## src/rtl/axi_pkg.sv

```systemverilog
// -----------------------------------------------------------------------------
// axi_pkg
// Shared AXI3 types for the memory-backed write slave and its address
// generator: burst and response encodings, the write-slave FSM state type,
// the ID width, and a helper that tells whether a WRAP length is legal.
// -----------------------------------------------------------------------------
package axi_pkg;

   localparam int AXI_ID_W = 4;

   typedef enum logic [1:0] {
      BURST_FIXED = 2'b00,
      BURST_INCR  = 2'b01,
      BURST_WRAP  = 2'b10,
      BURST_RSVD  = 2'b11
   } axi_burst_e;

   typedef enum logic [1:0] {
      RESP_OKAY   = 2'b00,
      RESP_EXOKAY = 2'b01,
      RESP_SLVERR = 2'b10,
      RESP_DECERR = 2'b11
   } axi_resp_e;

   typedef enum logic [1:0] {
      WR_IDLE = 2'b00,
      WR_DATA = 2'b01,
      WR_RESP = 2'b10
   } wr_state_e;

   // A WRAP burst must carry 2, 4, 8 or 16 beats.
   function automatic logic wrap_len_ok(input logic [3:0] len);
      return (len == 4'd1) || (len == 4'd3) || (len == 4'd7) || (len == 4'd15);
   endfunction

endpackage

```

## src/rtl/axi_burst_addr_gen.sv

```systemverilog
// -----------------------------------------------------------------------------
// axi_burst_addr_gen
// Combinational AXI next-beat address: FIXED holds, INCR steps by 1<<size,
// WRAP steps by 1<<size inside the aligned (len+1)<<size byte window.
// Optional feature macro: AXI_WR_WRAP_BURST_EN (without it WRAP holds the
// address, since WRAP bursts are then never written).
// Ports:
//   addr_i      current beat byte address
//   size_i      log2 bytes per beat
//   len_i       beats minus 1
//   burst_i     burst type
//   next_addr_o byte address of the following beat
// -----------------------------------------------------------------------------
module axi_burst_addr_gen
   import axi_pkg::*;
(
   input  logic [31:0] addr_i,
   input  logic [2:0]  size_i,
   input  logic [3:0]  len_i,
   input  axi_burst_e  burst_i,
   output logic [31:0] next_addr_o
);

   logic [31:0] incr_addr;

   assign incr_addr = addr_i + (32'd1 << size_i);

`ifdef AXI_WR_WRAP_BURST_EN
   logic [31:0] wrap_mask;

   // Window size is a power of two for legal WRAP bursts, so a mask selects
   // the offset bits that move while the window base stays fixed.
   assign wrap_mask = (({28'd0, len_i} + 32'd1) << size_i) - 32'd1;
`else
   logic unused_len;

   assign unused_len = ^len_i;
`endif

   always_comb begin
      next_addr_o = addr_i;
      case (burst_i)
         BURST_FIXED: next_addr_o = addr_i;
         BURST_INCR:  next_addr_o = incr_addr;
`ifdef AXI_WR_WRAP_BURST_EN
         BURST_WRAP:  next_addr_o = (addr_i & ~wrap_mask) | (incr_addr & wrap_mask);
`endif
         default:     next_addr_o = addr_i;
      endcase
   end

endmodule

```

## src/rtl/axi_wr_slave_mem.sv

```systemverilog
// -----------------------------------------------------------------------------
// axi_wr_slave_mem
// Memory-backed AXI3 write responder: accepts one AW/W burst at a time,
// writes strobed bytes into an internal memory and returns a B response
// carrying the accepted ID.
// Optional feature macro: AXI_WR_WRAP_BURST_EN (WRAP bursts supported; when
// undefined, WRAP is treated like the reserved burst type).
// Ports:
//   aclk, aresetn                 clock, asynchronous active-low reset
//   awid/awaddr/awlen/awsize/awburst/awvalid, awready   write address channel
//   wid/wdata/wstrb/wlast/wvalid, wready                write data channel
//   bid/bresp/bvalid, bready                            write response channel
//   dbg_state_o                   current FSM state (observation only)
// Handshakes: a transfer happens on a rising edge where valid and ready are
// both high; ready/valid outputs here are registered and only change on
// clock edges, and B outputs hold stable while bvalid is high and bready low.
// -----------------------------------------------------------------------------
module axi_wr_slave_mem
   import axi_pkg::*;
#(
   parameter int DATA_BUSWIDTH = 32,
   parameter int MEM_DEPTH     = 1024
) (
   input  logic                       aclk,
   input  logic                       aresetn,
   input  logic [AXI_ID_W-1:0]        awid,
   input  logic [31:0]                awaddr,
   input  logic [3:0]                 awlen,
   input  logic [2:0]                 awsize,
   input  logic [1:0]                 awburst,
   input  logic                       awvalid,
   output logic                       awready,
   input  logic [AXI_ID_W-1:0]        wid,
   input  logic [DATA_BUSWIDTH-1:0]   wdata,
   input  logic [DATA_BUSWIDTH/8-1:0] wstrb,
   input  logic                       wlast,
   input  logic                       wvalid,
   output logic                       wready,
   output logic [AXI_ID_W-1:0]        bid,
   output logic [1:0]                 bresp,
   output logic                       bvalid,
   input  logic                       bready,
   output wr_state_e                  dbg_state_o
);

   localparam int          STRB_W    = DATA_BUSWIDTH / 8;
   localparam int          LANE_BITS = $clog2(STRB_W);
   localparam int          IDX_W     = $clog2(MEM_DEPTH);
   localparam logic [2:0]  MAX_SIZE  = 3'(LANE_BITS);
   localparam logic [32:0] MEM_BYTES = 33'(MEM_DEPTH * STRB_W);

   wr_state_e             state_q, state_d;
   logic                  awready_q, awready_d;
   logic                  wready_q, wready_d;
   logic                  bvalid_q, bvalid_d;
   logic [AXI_ID_W-1:0]   bid_q, bid_d;
   axi_resp_e             bresp_q, bresp_d;

   logic [AXI_ID_W-1:0]   id_q, id_d;
   logic [31:0]           addr_q, addr_d;
   logic [3:0]            len_q, len_d;
   logic [3:0]            cnt_q, cnt_d;
   logic [2:0]            size_q, size_d;
   axi_burst_e            burst_q, burst_d;
   axi_resp_e             resp_q, resp_d;
   logic                  supp_q, supp_d;

   logic [DATA_BUSWIDTH-1:0] mem_q [MEM_DEPTH];

   axi_burst_e  aw_burst;
   logic [32:0] beat_bytes, total_bytes, end_byte;
   logic        aw_decerr, aw_slverr;
   logic        aw_fire, w_fire, b_fire, last_beat, w_done, beat_err;
   logic [31:0] next_addr;
   logic [IDX_W-1:0] word_idx;

   assign aw_burst  = axi_burst_e'(awburst);
   assign aw_fire   = awvalid && awready_q;
   assign w_fire    = wvalid && wready_q;
   assign b_fire    = bvalid_q && bready;
   assign last_beat = (cnt_q == len_q);
   // Either the counted last beat or an early wlast closes the burst.
   assign w_done    = w_fire && (last_beat || wlast);
   assign beat_err  = (wid != id_q) || (last_beat != wlast);
   assign word_idx  = addr_q[LANE_BITS +: IDX_W];

   axi_burst_addr_gen u_addr_gen (
      .addr_i      (addr_q),
      .size_i      (size_q),
      .len_i       (len_q),
      .burst_i     (burst_q),
      .next_addr_o (next_addr)
   );

   // Burst legality and range, judged once when the address is accepted.
   always_comb begin
      beat_bytes  = 33'd1 << awsize;
      total_bytes = ({29'd0, awlen} + 33'd1) << awsize;
      case (aw_burst)
         BURST_FIXED: end_byte = {1'b0, awaddr} + beat_bytes - 33'd1;
`ifdef AXI_WR_WRAP_BURST_EN
         BURST_WRAP:  end_byte = {1'b0, awaddr} | (total_bytes - 33'd1);
`endif
         default:     end_byte = {1'b0, awaddr} + total_bytes - 33'd1;
      endcase
      aw_decerr = (end_byte >= MEM_BYTES);
      aw_slverr = (aw_burst == BURST_RSVD) || (awsize > MAX_SIZE);
`ifdef AXI_WR_WRAP_BURST_EN
      if ((aw_burst == BURST_WRAP) &&
          (!wrap_len_ok(awlen) || ((({1'b0, awaddr}) & (beat_bytes - 33'd1)) != 33'd0)))
         aw_slverr = 1'b1;
`else
      if (aw_burst == BURST_WRAP)
         aw_slverr = 1'b1;
`endif
   end

   // Burst context: latched on AW, advanced per accepted W beat.
   always_comb begin
      id_d    = id_q;
      addr_d  = addr_q;
      len_d   = len_q;
      cnt_d   = cnt_q;
      size_d  = size_q;
      burst_d = burst_q;
      resp_d  = resp_q;
      supp_d  = supp_q;
      if (aw_fire) begin
         id_d    = awid;
         addr_d  = awaddr;
         len_d   = awlen;
         size_d  = awsize;
         burst_d = aw_burst;
         cnt_d   = '0;
         supp_d  = aw_decerr || aw_slverr;
         if (aw_decerr)      resp_d = RESP_DECERR;
         else if (aw_slverr) resp_d = RESP_SLVERR;
         else                resp_d = RESP_OKAY;
      end else if (w_fire) begin
         addr_d = next_addr;
         cnt_d  = cnt_q + 4'd1;
         // DECERR outranks anything a beat can report.
         if (beat_err && (resp_q != RESP_DECERR))
            resp_d = RESP_SLVERR;
      end
   end

   // Next-state logic.
   always_comb begin
      state_d = state_q;
      case (state_q)
         WR_IDLE: if (aw_fire) state_d = WR_DATA;
         WR_DATA: if (w_done)  state_d = WR_RESP;
         WR_RESP: if (b_fire)  state_d = WR_IDLE;
         default:              state_d = WR_IDLE;
      endcase
   end

   // Outputs are decoded from the next state so they land in flops.
   always_comb begin
      awready_d = 1'b0;
      wready_d  = 1'b0;
      bvalid_d  = 1'b0;
      bid_d     = '0;
      bresp_d   = RESP_OKAY;
      case (state_d)
         WR_IDLE: awready_d = 1'b1;
         WR_DATA: wready_d  = 1'b1;
         WR_RESP: begin
            bvalid_d = 1'b1;
            bid_d    = id_d;
            bresp_d  = resp_d;
         end
         default: ;
      endcase
   end

   always_ff @(posedge aclk or negedge aresetn) begin
      if (!aresetn) begin
         state_q   <= WR_IDLE;
         awready_q <= 1'b0;
         wready_q  <= 1'b0;
         bvalid_q  <= 1'b0;
         bid_q     <= '0;
         bresp_q   <= RESP_OKAY;
         id_q      <= '0;
         addr_q    <= '0;
         len_q     <= '0;
         cnt_q     <= '0;
         size_q    <= '0;
         burst_q   <= BURST_FIXED;
         resp_q    <= RESP_OKAY;
         supp_q    <= 1'b0;
      end else begin
         state_q   <= state_d;
         awready_q <= awready_d;
         wready_q  <= wready_d;
         bvalid_q  <= bvalid_d;
         bid_q     <= bid_d;
         bresp_q   <= bresp_d;
         id_q      <= id_d;
         addr_q    <= addr_d;
         len_q     <= len_d;
         cnt_q     <= cnt_d;
         size_q    <= size_d;
         burst_q   <= burst_d;
         resp_q    <= resp_d;
         supp_q    <= supp_d;
      end
   end

   // Storage has no reset; contents survive an abandoned burst.
   always_ff @(posedge aclk) begin
      if (w_fire && !supp_q) begin
         for (int b = 0; b < STRB_W; b++) begin
            if (wstrb[b]) mem_q[word_idx][b*8 +: 8] <= wdata[b*8 +: 8];
         end
      end
   end

   assign awready     = awready_q;
   assign wready      = wready_q;
   assign bvalid      = bvalid_q;
   assign bid         = bid_q;
   assign bresp       = bresp_q;
   assign dbg_state_o = state_q;

endmodule
```

## config.mk

```make
export PLATFORM = sky130hd
export DESIGN_NAME = axi_wr_slave_mem
export DESIGN_NICKNAME = d
export VERILOG_FILES = /design/src/rtl/axi_pkg.sv /design/src/rtl/axi_burst_addr_gen.sv /design/src/rtl/axi_wr_slave_mem.sv
export SDC_FILE = /design/constraint.sdc
export NUM_CORES = 1
export LEC_CHECK = 0
export BUFFER_PORTS_ARGS = -buffer_cell sky130_fd_sc_hd__buf_2
export CORE_MARGIN = 8
export CORE_UTILIZATION = 55
export DETAILED_ROUTE_END_ITERATION = 10
export PLACE_DENSITY = 0.8
export RECOVER_POWER = 25
export SYNTH_ARGS = -nofsm -noshare
export SYNTH_HDL_FRONTEND = slang
export SYNTH_SLANG_ARGS = --single-unit
export TNS_END_PERCENT = 5
```

## constraint.sdc

```tcl
create_clock -name aclk -period 2.3 [get_ports aclk]
set_input_delay 0 -clock aclk [delete_from_list [all_inputs] [get_ports aclk]]
set_output_delay 0 -clock aclk [all_outputs]
set_load 0.005 [all_outputs]
```

After elaboration in Yosys (flattened, before gate mapping)
Cells that the tools add are included.

cells by class
  add/subtract/negate cells = 6
  $lt $le $gt $ge = 2
  equal/unequal tests = 10
  shift-type cells = 2
  multiplexer cells = 19
  reduce and logical (&&, ||, !) cells = 12

operators with widths
  operator                                               number
  adder 32 x 33 -> 33 bit                                2
  subtractor 33 x 1 -> 33 bit, second input constant     2
  >= comparator 33 x 13 -> 1 bit, second input constant  1
  two-way mux 33 bit                                     1
  left shift 1 x 3 -> 33 bit, first input constant       1
  left shift 5 x 3 -> 33 bit                             1
  two-way mux 2 bit                                      9
  two-way mux 4 bit                                      4
  equality test 2 bit, second input constant             4
  zero test 2 bit                                        3
  one-hot mux 2 bit (3 select lines)                     1
  adder 4 x 1 -> 5 bit, second input constant            1
  logical AND 1 bit                                      5
  adder 4 x 1 -> 4 bit, second input constant            1
  equality test 2 x 1 -> 1 bit, second input constant    2
  equality test 4 bit                                    1
  two-way mux 1 bit                                      4
  != test 4 bit                                          1
  > comparator 3 x 2 -> 1 bit, second input constant     1
  logical OR 1 bit                                       3
  != test 2 bit, second input constant                   1
  nonzero test 2 bit                                     1
  != test 1 bit                                          1

word-level totals
  flip-flop bits (word level) = 25
  input bits = 91
  output and inout port bits = 11
  logic and storage cells = 61

Longest topological paths before layout
  word-level depth = 9
  gate-level depth with buffers = 19
  gate-level depth less buffers = 19

Worst setup path after synthesis
OpenSTA, ideal clock, no wires.

  kind = input -> register
  start point = input awsize[0]
  end point = register bresp_q[1] (netlist: bresp[1])
  setup time = 146 ps
  data arrival time = 3514 ps
  required time = 2154 ps
  setup slack = -1360 ps
  stages = 18
  buffers on the path = 2
  cells stage by stage = clkbuf_1 clkbuf_1 or3_1 or2_2 ha_1 inv_1 ha_1 inv_1 fa_1 nor2b_1 o2111ai_1 a31o_1 a22oi_2 nand3_1 a21o_1 a2111o_1 nor4_2 o22ai_1

on the way
  cells in the longest elaborated chain, start to end = 8
  elaborated cells on any way between the ends = 15
  classes of those cells = add/sub: 4; order compare: 2; shift: 2; mux: 6; reduce/logical: 1

ends and longest elaborated chain
  what                                                                      RTL line                                          text
  start, declared                                                           axi_wr_slave_mem.sv:29                            input logic [2:0] awsize,
  left shift 5 x 3 -> 33 bit or left shift 1 x 3 -> 33 bit (tied branches)  axi_wr_slave_mem.sv:98, axi_wr_slave_mem.sv:97
  adder 32 x 33 -> 33 bit, on equally long branches                         axi_wr_slave_mem.sv:104, axi_wr_slave_mem.sv:100
  subtractor 33 x 1 -> 33 bit, on equally long branches                     axi_wr_slave_mem.sv:104, axi_wr_slave_mem.sv:100
  two-way mux 33 bit                                                        axi_wr_slave_mem.sv:99                            case (aw_burst)
  >= comparator 33 x 13 -> 1 bit                                            axi_wr_slave_mem.sv:106                           aw_decerr = (end_byte >= MEM_BYTES);
  two-way mux 2 bit *                                                       axi_wr_slave_mem.sv:136                           if (aw_decerr) resp_d = RESP_DECERR;
  two-way mux 2 bit *                                                       axi_wr_slave_mem.sv:128                           if (aw_fire) begin
  two-way mux 2 bit *                                                       axi_wr_slave_mem.sv:166                           case (state_d)
  via bresp_d[1]                                                            axi_wr_slave_mem.sv:57                            axi_resp_e bresp_q, bresp_d;
  end signal, assigned                                                      axi_wr_slave_mem.sv:200                           bresp_q <= bresp_d;
  end, declared                                                             axi_wr_slave_mem.sv:57

The timed path passes the listed nets; every way through them passes the cells marked *.
A chain may end at the register's enable or synchronous reset.

Worst setup path in the final report
  start point = input awlen[0]
  end point = register bresp_q[1] (netlist: bresp[1])

on the way
  cells in the longest elaborated chain, start to end = 9

ends and longest elaborated chain
  what                            RTL line                 text
  start, declared                 axi_wr_slave_mem.sv:28   input logic [3:0] awlen,
  adder 4 x 1 -> 5 bit            axi_wr_slave_mem.sv:98   total_bytes = ({29'd0, awlen} + 33'd1) << awsize;
  left shift 5 x 3 -> 33 bit      axi_wr_slave_mem.sv:98
  adder 32 x 33 -> 33 bit         axi_wr_slave_mem.sv:104  default: end_byte = {1'b0, awaddr} + total_bytes - 33'd1;
  subtractor 33 x 1 -> 33 bit     axi_wr_slave_mem.sv:104
  two-way mux 33 bit              axi_wr_slave_mem.sv:99
  >= comparator 33 x 13 -> 1 bit  axi_wr_slave_mem.sv:106
  two-way mux 2 bit               axi_wr_slave_mem.sv:136
  two-way mux 2 bit               axi_wr_slave_mem.sv:128
  two-way mux 2 bit               axi_wr_slave_mem.sv:166
  via bresp_d[1]                  axi_wr_slave_mem.sv:57

The timed path passes the listed nets, and every way through them passes these cells.

==> impl_summary.txt <==
----------------------------------------------------
[Run status]
  Result of the run ... finished, violations left
  Failing checks ... negative setup slack

[Layout]
  Finished Core Util ... 0.815
  Commonest non-fill, non-tap cell in the layout ... buf_4
  Number of nets in the final layout ... 942
  Count of fill cells added during filler insertion ... 502
  N_diodes ... 0
  Most frequent cells in the layout ... 142 x buf_4, 81 x inv_1, 67 x nand2_1
  Fraction of final layout cells sized beyond drive strength 1 ... 0.376
  Cell Count, Final, Fillers Out ... 884
  Area Growth Syn to Fin ... 46.2%

[Clocking]
  Root buf cell ... clkbuf_8
  # clock sinks ... 25
  Total number of H-tree levels ... 1
  TritonCTS Buffers ... 3
  Source-to-sink clock delay at the later pin of the worst-skew pair ... 0.27 ns
  Number of buffers on the longest clock path ... 2
  Clk pin slew, worst setup/hold paths ... 0.09 ns
  Clock tree from TritonCTS ... yes

[Timing]
  Total negative slack ... -5.13 ns
  Transition at the pin with the smallest max-transition slack ... 1.30 ns
  Pins Over Slew Limit ... 0
  Tmin final ... 3.63 ns
  Setup violation total in the final timing report ... 4
  Setup repair after global routing missed its margin ... true
  Max frequency ... 276 MHz
  Setup ws final ... -1.33 ns
  Final Hold Violating Endpoints ... 0
  Largest clock skew in the final design ... 0.00629 ns
  Worst-case headroom to the max-slew limit ... 0.131
  Period utilization ... 1.58

[Min path]
  Class of the most critical hold timing path ... input pin to flop
  Worst Hold Depth ... 4

[Power]
  Sequential group share of total power ... 0.249
  Leakage ... 3.17 nW
  Switching share of power ... 0.441
  Power Dens Cells ... 487 nW/um2
  Max rail drop VDD ... 0.311 mV
  Combinational share of power ... 0.668
  Pint ... 0.00169 W
  Sw Pwr ... 0.00133 W
  Total power after layout ... 0.00302 W
  Clock share of power ... 0.084

[Floorplanning]
  Die Height ... 104 um
  Core area ... 7610 um2
  IO Count ... 102
  Initial Utilization ... 0.558
  Die Wd ... 104 um
  Die area ... 10,800 um2
  Cell Rows ... 32

[Worst setup path]
  Length in cells of the worst reg-to-reg path ... 8
  Maximum fanout along the worst path ... 4
  Type of destination of the critical path ... flop
  Setup Crit Path Kind ... input pin to flop
  Crit path required time ... 2.45 ns
  CP Data Arrival Time ... 3.77 ns
  Crit path launch type ... input pin

[Global routing]
  Initial antenna violation count ... 0
  Total track usage ... 0.253
  Global route total overflow ... 0
  Global-route wire length before repair ... 23,800 um
  Largest net degree at the start of global routing ... 26
  Via count of the first global-routing pass ... 5,262

[Yosys]
  Synthesized cell area ... 4240 um2
  Asr flop ratio synth ... 1.00
  Register bit total from synthesis ... 25
  Synthesized instance count ... 585
  Average size of a mapped cell ... 7.25 um2
  Main synth FF type ... dfrtp_1
  Syn. warnings ... 0
  Sequential element share of the synthesized area ... 0.147
  Unique cell type count in the Yosys netlist ... 73
  Synthesized Nets ... 744
  Count of flip-flops with a built-in enable after synthesis ... 0

[Placed design]
  Placed Instances ... 872
  Final estimated routing congestion in global placement ... 0.966
  Port bufs ... 65
  DPL Wire Length ... 11,100 um

[Job]
  Number of max-capacitance violations reported ... 0

[Detailed routing]
  Initial DRC Count ... 403
  Routed Antenna Nets ... 0
  Total wirelength of the detailed-routed design ... 14,800 um
  Wire length per cell after detailed routing ... 16.8 um
  Residual DRC ... 0
  Vias per cell ... 5.93
  Length of the first detailed-routing pass in iterations ... 5
  Vias after detailed routing ... 5,246

----------------------------------------------------
-- power groups by stage --
stage | clock network, W | logic [W] | registers (W)
after CTS | 0.000253 | 0.00187 | 0.000747
after detailed placement | 0 | 0.00174 | 0.000749
after global placement | 0 | 0.00168 | 0.000743
after floorplan | 0 | 0.00104 | 0.000732
after global routing | 0.000271 | 0.00220 | 0.000773
final | 0.000253 | 0.00202 | 0.000750
-- metal layers --
layer,wire [um],GRT usage
met3,991,0.0390
met2,7170,0.443
met5,0,0
met1,6130,0.310
met4,519,0.0807
-- synth_stat cells, drive strengths merged (9+ instances only) --
cell type  count  share of area
inv           89          0.079
o21ai         32          0.039
xor2           9          0.019
buf           10          0.014
dfrtp         25           0.15
nor2          32          0.028
clkbuf        10         0.0088
and3           9          0.013
a21oi         47          0.059
xnor2         11          0.023
o211ai        10          0.018
a21o          11          0.019
ha            66           0.19
nor3          14          0.019
nand3         21          0.025
nand4         10          0.015
nand2         71          0.063
-- state kept, by name (all words and copies together), names as in the netlist --
| register | count |
|---|---|
| awready | 1 |
| bid | 4 |
| bresp | 2 |
| bvalid | 1 |
| cnt_q | 4 |
| dbg_state_o | 2 |
| id_q | 4 |
| len_q | 4 |
| resp_q | 2 |
| wready | 1 |
-- timing repair --
action	in CTS	in global routing
setup endpoints to repair	4	4
buffers inserted	0	3
endpoints found under the hold margin	32	0
resized for setup	47	35
hold buffers	5	0
pin swaps	34	27
-- metrics by stage --
stage	instance area, um2	setup WS, ns	hold slack (ns)
after CTS	6010	-1.03	0.0566
after global placement	5690	-1.54	-0.00509
final	6200	-1.33	0.0517
after detailed placement	5690	-1.59	0.00508
after global routing	6200	-1.51	0.0811
after floorplan	4300	-1.16	-0.296
-- path summary, 6_finish.rpt --
check	startpoint	endpoint	slack, ns
min in group asynchronous	aresetn	dbg_state_o[0]$_DFF_PN0_	0.54
min	awlen[1]	len_q[1]$_DFFE_PN0P_	0.05
min reg2reg	len_q[1]$_DFFE_PN0P_	len_q[1]$_DFFE_PN0P_	0.51
max reg2reg	cnt_q[1]$_DFFE_PN0P_	bresp[1]$_DFF_PN0_	0.42
max in group asynchronous	aresetn	awready$_DFF_PN0_	0.99
max	awlen[0]	bresp[1]$_DFF_PN0_	-1.33
-- final cells by class --
| type | count | area (um2) | area share |
|---|---|---|---|
| timing repair buffer | 213 | 1480 | 0.238 |
| inverter | 89 | 337 | 0.0543 |
| tap | 102 | 128 | 0.0206 |
| sequential | 25 | 626 | 0.101 |
| multi-input combinational | 451 | 3590 | 0.579 |
| clock buffer | 3 | 41.3 | 0.00666 |
| clock inverter | 1 | 5.00 | 0.000807 |
-- cells by family (layout without fill, tap and decap cells) --
| logic type | Yosys count | after routing | share of synthesized area |
|---|---|---|---|
| simple gates | 196 | 196 | 0.230 |
| compound gates | 161 | 161 | 0.262 |
| buf+inv | 109 | 306 | 0.101 |
| fa+ha+maj | 68 | 68 | 0.204 |
| flops | 25 | 25 | 0.147 |
| xor+xnor | 20 | 20 | 0.0413 |
| mux | 6 | 6 | 0.0142 |
-- worst max-delay path, cell delays in order --
cell	delay (ns)
buf_8	0.11
ha_4	0.17
xor2_4	0.22
nand2_2	0.09
o21ai_2	0.09
nor2_1	0.07
a21oi_2	0.14
a22oi_1	0.11
ha_1	0.28
inv_1	0.04
ha_1	0.32
a21oi_2	0.19
o21ai_0	0.22
a21oi_1	0.24
o21ai_1	0.13
and3_1	0.23
nor4_4	0.30
buf_4	0.15
o32ai_1	0.11
nor4_4	0.39
o22ai_1	0.15
No activity file was read; power rests on OpenSTA's default activity.
